### config.mk
export PLATFORM = sky130hd
export DESIGN_NAME = branch_predictor
export DESIGN_NICKNAME = d
export VERILOG_FILES = /design/src/rtl/branch_predictor_pkg.sv /design/src/rtl/branch_predictor_sat_counter2.sv /design/src/rtl/branch_predictor.sv
export SDC_FILE = /design/constraint.sdc
export NUM_CORES = 1
export LEC_CHECK = 0
export CELL_PAD_IN_SITES_DETAIL_PLACEMENT = 0
export CELL_PAD_IN_SITES_GLOBAL_PLACEMENT = 1
export CORE_MARGIN = 1.5
export CORE_UTILIZATION = 36
export CTS_CLUSTER_SIZE = 28
export DETAILED_ROUTE_END_ITERATION = 16
export PLACE_DENSITY_LB_ADDON = 0.1
export SLEW_MARGIN = 20
export SYNTH_ARGS = -nofsm -noshare
export SYNTH_HDL_FRONTEND = slang
export SYNTH_HIERARCHICAL = 1
export SYNTH_SLANG_ARGS = --single-unit
### constraint.sdc
create_clock -name clk_i -period 4.3 [get_ports clk_i]
set_clock_uncertainty 0.2 [all_clocks]
set_input_delay 0.86 -clock clk_i [delete_from_list [all_inputs] [get_ports clk_i]]
set_output_delay 0.86 -clock clk_i [all_outputs]
set_load 0.05 [all_outputs]
### src/rtl/branch_predictor_pkg.sv
// Shared definitions for the dynamic branch predictor and its pipeline neighbours.
// Latency: n/a (types and constants only).
// Backpressure: n/a.
package branch_predictor_pkg;

    // 2-bit saturating counter state; bit[1] is the prediction bit used everywhere
    typedef logic [1:0] bp_state_t;

    localparam bp_state_t SNT = 2'b00;  // strongly not-taken
    localparam bp_state_t WNT = 2'b01;  // weakly not-taken
    localparam bp_state_t WT  = 2'b10;  // weakly taken
    localparam bp_state_t ST  = 2'b11;  // strongly taken

    localparam int DEFAULT_INDEX_BITS = 4;

    // Prediction bit of a counter state
    function automatic logic bp_taken(input bp_state_t s);
        return s[1];
    endfunction

endpackage

### src/rtl/branch_predictor_sat_counter2.sv
// 2-bit saturating increment/decrement next-state function.
// Latency: combinational.
// Backpressure: none.
module sat_counter2
    import branch_predictor_pkg::*;
(
    input  bp_state_t state_i,
    input  logic      taken_i,
    output bp_state_t next_o
);

    // Move one step toward the resolved outcome, holding at either end
    always_comb begin
        next_o = state_i;
        if (taken_i) begin
            if (state_i != ST) begin
                next_o = state_i + 2'd1;
            end
        end else begin
            if (state_i != SNT) begin
                next_o = state_i - 2'd1;
            end
        end
    end

endmodule

### src/rtl/branch_predictor.sv
// ID-stage branch predictor: 2-bit counter table indexed by PC, trained from EX, plus stats counters.
// Latency: lookup and target are combinational; training visible the cycle after the EX branch.
// Backpressure: none; every cycle with IDEX_Branch_i set is exactly one update.
module branch_predictor
    import branch_predictor_pkg::*;
#(
    parameter int        INDEX_BITS = DEFAULT_INDEX_BITS,
    parameter bp_state_t INIT_STATE = ST,
    parameter int        CNT_W      = 32
) (
    input  logic             clk_i,
    input  logic             rst_i,
    input  logic             IFID_Branch_i,
    input  logic [31:0]      IFID_PC_i,
    input  logic [31:0]      IFID_immediate_i,
    input  logic             IDEX_Branch_i,
    input  logic [31:0]      IDEX_PC_i,
    input  logic             IDEX_prediction_i,
    input  logic             Zero_i,
    output logic             predict_o,
    output logic [31:0]      pred_target_o,
    output logic [CNT_W-1:0] branch_cnt_o,
    output logic [CNT_W-1:0] mispredict_cnt_o
);

    localparam int ENTRIES = 2 ** INDEX_BITS;

    bp_state_t               tbl_q [ENTRIES];
    bp_state_t               tbl_d [ENTRIES];
    logic [CNT_W-1:0]        branch_cnt_q,     branch_cnt_d;
    logic [CNT_W-1:0]        mispredict_cnt_q, mispredict_cnt_d;

    logic [INDEX_BITS-1:0]   ridx;
    logic [INDEX_BITS-1:0]   widx;
    bp_state_t               upd_state;
    logic                    mispredict;

    // Word-aligned PCs: low two bits and everything above the index alias freely
    assign ridx = IFID_PC_i[INDEX_BITS+1:2];
    assign widx = IDEX_PC_i[INDEX_BITS+1:2];

    logic unused_addr_bits;
    assign unused_addr_bits = ^{IFID_PC_i[31:INDEX_BITS+2], IFID_PC_i[1:0],
                                IDEX_PC_i[31:INDEX_BITS+2], IDEX_PC_i[1:0],
                                IFID_immediate_i[31]};

    // Lookup reads the registered table, so a same-cycle write to this index is not bypassed
    assign predict_o     = IFID_Branch_i & bp_taken(tbl_q[ridx]);
    assign pred_target_o = IFID_PC_i + {IFID_immediate_i[30:0], 1'b0};

    sat_counter2 u_sat_counter2 (
        .state_i (tbl_q[widx]),
        .taken_i (Zero_i),
        .next_o  (upd_state)
    );

    assign mispredict = IDEX_Branch_i & (IDEX_prediction_i != Zero_i);

    // Next table contents: only the resolved branch's entry moves
    always_comb begin
        tbl_d = tbl_q;
        if (IDEX_Branch_i) begin
            tbl_d[widx] = upd_state;
        end
    end

    // Statistics advance once per resolved branch and wrap naturally
    always_comb begin
        branch_cnt_d     = branch_cnt_q     + {{(CNT_W-1){1'b0}}, IDEX_Branch_i};
        mispredict_cnt_d = mispredict_cnt_q + {{(CNT_W-1){1'b0}}, mispredict};
    end

    // Counter table register; reset loads every entry with the initial bias
    always_ff @(posedge clk_i or posedge rst_i) begin
        if (rst_i) begin
            for (int i = 0; i < ENTRIES; i++) begin
                tbl_q[i] <= INIT_STATE;
            end
        end else begin
            tbl_q <= tbl_d;
        end
    end

    // Statistics registers
    always_ff @(posedge clk_i or posedge rst_i) begin
        if (rst_i) begin
            branch_cnt_q     <= '0;
            mispredict_cnt_q <= '0;
        end else begin
            branch_cnt_q     <= branch_cnt_d;
            mispredict_cnt_q <= mispredict_cnt_d;
        end
    end

    assign branch_cnt_o     = branch_cnt_q;
    assign mispredict_cnt_o = mispredict_cnt_q;

endmodule

Word-level counts from Yosys, hierarchy flattened:

Index checks and enable logic that the tools add are counted.
W data, S select, Z words.

* reduce and logical (&&, ||, !) cells: 2
* multiplexer cells: 12
* $add $sub $neg: 5
* bitwise logic cells: 4
* equal/unequal tests: 2
* order comparisons: 3

Operators by type and width (number)
* $add A32 B1 Y32: 2
* $add A32 B32 Y32: 1
* $bwmux W32: 1
* $bmux W2 S4: 2
* $mux W2: 8
* $ge A5 B5 Y1 const B: 2
* $not A4 Y5: 2
* $demux W2 S4: 1
* $lt A5 B1 Y1 const B: 1
* $add A2 B1 Y2 const B: 1
* $and A1 B1 Y1: 2
* $ne A2 B2 Y1 const B: 1
* $reduce_bool A2 Y1: 1
* $sub A2 B1 Y2 const B: 1
* $logic_and A1 B1 Y1: 1
* $ne A1 B1 Y1: 1

* bits in registers: 96
* logic and storage cells: 46
* input bits: 102

Depth between registers and ports, before layout:

* depth in word-level cells: 8
* depth in mapped cells: 11
* gate-level depth less buffers: 11

By module:

The synthesis kept the hierarchy.

By module, submodules not included
* branch_predictor: instances 1, area an instance 6160.9 um^2, cells each 592, seq. area each 2442.3 um^2
* sat_counter2: instances 1, area an instance 26.3 um^2, cells each 3, seq. area each 0.0 um^2

Least setup slack after synthesis:

No wires, ideal clock.

* path kind: input to output
* from: input port IFID_PC_i[1]
* to: output port pred_target_o[27]
* data required time: 3240 ps
* stages: 9
* setup slack: -79 ps
* arrival: 3319 ps
* cell sequence: ha_1 > fa_1 > a21oi_1 > o211ai_1 > a41oi_1 > o21ai_1 > a21oi_1 > o21ai_1 > xor2_1

* word-level cells in the longest chain between the ends: 1

RTL lines
* start: declaration: line branch_predictor.sv:14 `input logic [31:0] IFID_PC_i,`
* $add A32 B32 Y32: line branch_predictor.sv:49 `assign pred_target_o = IFID_PC_i + {IFID_immediate_i[30:0], 1'b0};`
* end: declaration: line branch_predictor.sv:21 `output logic [31:0] pred_target_o,`

No other way between the ends.

Worst setup path in the final report:

* from: input port IFID_PC_i[9]
* to: output port pred_target_o[29]

The elaborated chain is that of the path after synthesis.

==> metrics.md <==
| Metric | Value |
|---|---|
| Status | finished clean |
| Critical Path AT | roughly 3.2 ns |
| CTS buffer count | 9 |
| Gate power share | between 40% and 50% |
| Core Region | 0.0167 mm^2 |
| Worst R2R Path Depth | 4 |
| Total Routing Usage GR | 18.0% |
| Synth Flop Type | dfrtp_1 |
| Clk Latency, worst-skew pair | 0.34 ns |
| Worst min path class | reg -> reg |
| Hold Fails Final Rpt | 0 |
| Routability cong. | 0.827 |
| Yosys Warn Count | 6 |
| DP HPWL | approximately 13 mm |
| R2r startpoint | tbl_q[17] |
| Worst slew margin | 51.8% |
| CP Launch Type | input port |
| DIE AREA | 0.0180 mm^2 |
| Type of the worst setup path | in -> out |
| IO Pins | 199 |
| Max_cap viols | 0 |
| Ranking of synthesized cells by area | dfrtp_1 (26%), dfstp_2 (14%), xnor2_1 (8.6%) |
| Sw frac | a little over a third |
| Cell count after placement | 1025 |
| Pint | 0.00243 W |
| CTS HTree Levels | 3 |
| Mapped Avg Cell Area | 10.4 um^2 |
| Clock tree buffer depth | 2 |
| Crit. End Element | output port |
| Power Dens Cells | 388 mW/mm^2 |
| Total grt overflow | 0 |
| FFs w/ async S/R, synth | between 90% and 100% |
| Synthesized instance count | ~600 |
| Number of flops mapped to enable cells by yosys | 0 |
| Measured slew at the worst slew-check pin | 0.723 ns |
| Port Buf Inserts | 167 |
| Antenna Cells | 0 |
| Worst Setup Slack, final | between 0.09 and 0.1 ns |
| Peak VDD IR | 0.383 mV |
| Fin area | 0.00982 mm^2 |
| Slowest-stage cell, CP | o41a_1 |
| Final Setup Violations | 0 |
| Reg clk slew, reported paths | approximately 0.06 ns |
| Cells on Worst Hold Path | 1 |
| Initial antenna violation count | 0 |
| Nets | 977 |
| TritonCTS clock tree | done |
| Fmax | 238 MHz |
| Post-synthesis register bit count | 96 |
| Drt drc | 0 |
| CP max FO | 5 |
| Buffers & Inverters on Critical Path | 3 |
| Flop pwr share | 33.6% |
| CP delay by family, top | compound AO/OA/AOI/OAI gates |
| Initial DRC count | 174 |
| Worst-path cell chain | dlygate4sd2_1 -> ha_4 -> buf_6 -> nand4_1 -> o221ai_2 -> a21oi_4 -> o221ai_4 -> a21oi_2 -> o41a_1 -> xnor2_2 -> clkbuf_16 |
| Hold_sp | mispredict_cnt_o[31] |
| LEAKAGE | approximately 4.3 nW |
| Hold Path End | mispredict_cnt_o[31] |
| Syn_nets | 732 |
| DR WL/cell | 15.7 um |
| Slew Limit Fails | 0 |
| Area grow syn2layout | 58.7% |
| Root buffer cell | clkbuf_16 |
| Synth top area share | 25.9% |
| Critical Path Max Stage Delay | 0.44 ns |
| Die Height | about 130 um |
| Crit path time final | ~4.2 ns |
| Largest net degree at the start of global routing | 60 |
| Period utilization | 97.8% |
| Reg2Reg Setup Slack | about 1.9 ns |
| Post-route ant nets | 0 |
| Vias | 5402 |
| Register area share after synthesis | 39.5% |
| Leading post-synthesis cells by instance count | dfrtp_1 (64), xnor2_1 (61), nand2_1 (47), nor2_1 (44), ha_1 (34) |
| First-pass GRT wire length | ~27 mm |
| Mapped Area | roughly 0.0062 mm^2 |
| Sw Pwr | 0.00138 W |
| DR pass1 iterations | 4 |
| TritonCTS Sinks | 96 |
| Fin cells | 1064 |
| Cell Area, Placed | 0.00881 mm^2 |
| Top-count cell post-synth | dfrtp_1 |
| FF-to-FF End | tbl_q[23] |
| Die width | 134 um |
| Yosys cell types | 60 |
| Initial Util | 37.0% |
| DP Worst Slack | -0.361 ns |
| Vias/cell | 5.08 |
| Setup TNS | 0 ns |
| Leading area contributor after synthesis | dfrtp_1 |
| Rows | 47 |
| Fraction of layout cells with a size suffix above 1 | 35.3% |
| Hold_buf cts | 0 |
| Number of global-route vias before repair | 5383 |
| CP Data Required Time | 3.24 ns |
| Total routed wirelength | between 15 and 20 mm |
| Min Hold Slack | 0.268 ns |
| Part of the power in the clock network | just over 20% |
==> what timing repair did <==
item	4_1_cts	5_1_grt
pin swaps	36	52
setup endpoints to repair	14	12
gates resized for setup	54	81
buffers inserted	7	17
==> power by group through the flow <==
stage	Sequential, W	Combinational, W	Clock (W)
floorplan	0.00145	0.000778	0
global placement	0.00128	0.00162	0
detailed placement	0.00129	0.00164	0
CTS	0.00128	0.00170	0.000811
global route	0.00130	0.00185	0.000845
finish	0.00128	0.00175	0.000779
==> per-layer routing <==
layer / vias to the layer above / global-route usage [%] / wire (um)
li1: 2619 / - / -
met2: 117 / 31.8 / 8510
met5: - / 0 / 0
met1: 2655 / 23.4 / 7420
met4: 0 / 2.45 / 105
met3: 11 / 3.70 / 671
==> logic make-up after synthesis <==
logic type	Yosys count	share of synthesized area [%]
flops	96	39.5
buf+inv	38	2.69
fa+ha+maj	37	7.56
xor+xnor	90	12.7
simple gates	200	17.1
compound gates	87	9.16
mux	47	11.3
==> metrics by stage <==
| step | utilization, % | total power, W |
|---|---|---|
| after detailed placement | 52.7 | 0.00293 |
| after floorplan | - | 0.00223 |
| final | 58.8 | 0.00381 |
| after global routing | 58.8 | 0.00400 |
| after CTS | 56.2 | 0.00379 |
| after global placement | 52.7 | 0.00290 |
==> worst max path at each step <==
stage | from | slack [ns] | depth (start not counted) | endpoint
2_1_floorplan | IFID_PC_i[18] | 0.03 | 9 | pred_target_o[30]
4_1_cts | IFID_PC_i[18] | 0.002 | 10 | pred_target_o[30]
3_5_place_dp | IFID_PC_i[1] | -0.36 | 13 | pred_target_o[27]
5_1_grt | IFID_immediate_i[8] | -0.05 | 11 | pred_target_o[29]
6_report | IFID_PC_i[9] | 0.09 | 11 | pred_target_o[29]
3_3_place_gp | IFID_PC_i[1] | -0.36 | 13 | pred_target_o[27]
==> final cells by class <==
type / instances / area, um^2
multi-input cells: 461 / 4100
inverters: 17 / 66.3
repair buffers: 255 / 2650
clock inverters: 5 / 58.8
clock buffers: 10 / 229
well taps: 220 / 275
flip-flops and latches: 96 / 2440
fillers: 1415 / 6880
==> placed cells by master, fill, tap and decap left out, types with 4 or more instances in the layout <==
cell type and n:
clkdlybuf4s50_1 103, buf_4 88, dfrtp_1 64, xnor2_1 58, nand2_1 47, nor2_1 41, mux2_2 32, dfstp_2 32
nand3_1 28, xor2_1 27, buf_12 25, nand4_1 22, ha_4 18, a21oi_1 17, dlymetal6s2s_1 17, inv_1 15
mux4_2 15, and3_1 14, ha_1 13, o21ai_0 12, clkbuf_16 10, a21oi_2 9, nor3_1 7, dlygate4sd2_1 7
nand2b_1 6, a21o_1 6, clkbuf_2 6, nor3_2 5, a21oi_4 5, o211ai_1 5, nand3b_1 4, a31oi_1 4
o21ai_1 4
==> state kept, by name, indices dropped and copies added, names as in the netlist <==
signal / flops
branch_cnt_o: 32
mispredict_cnt_o: 32
tbl_q: 32
(Power assumes the default switching activity.)
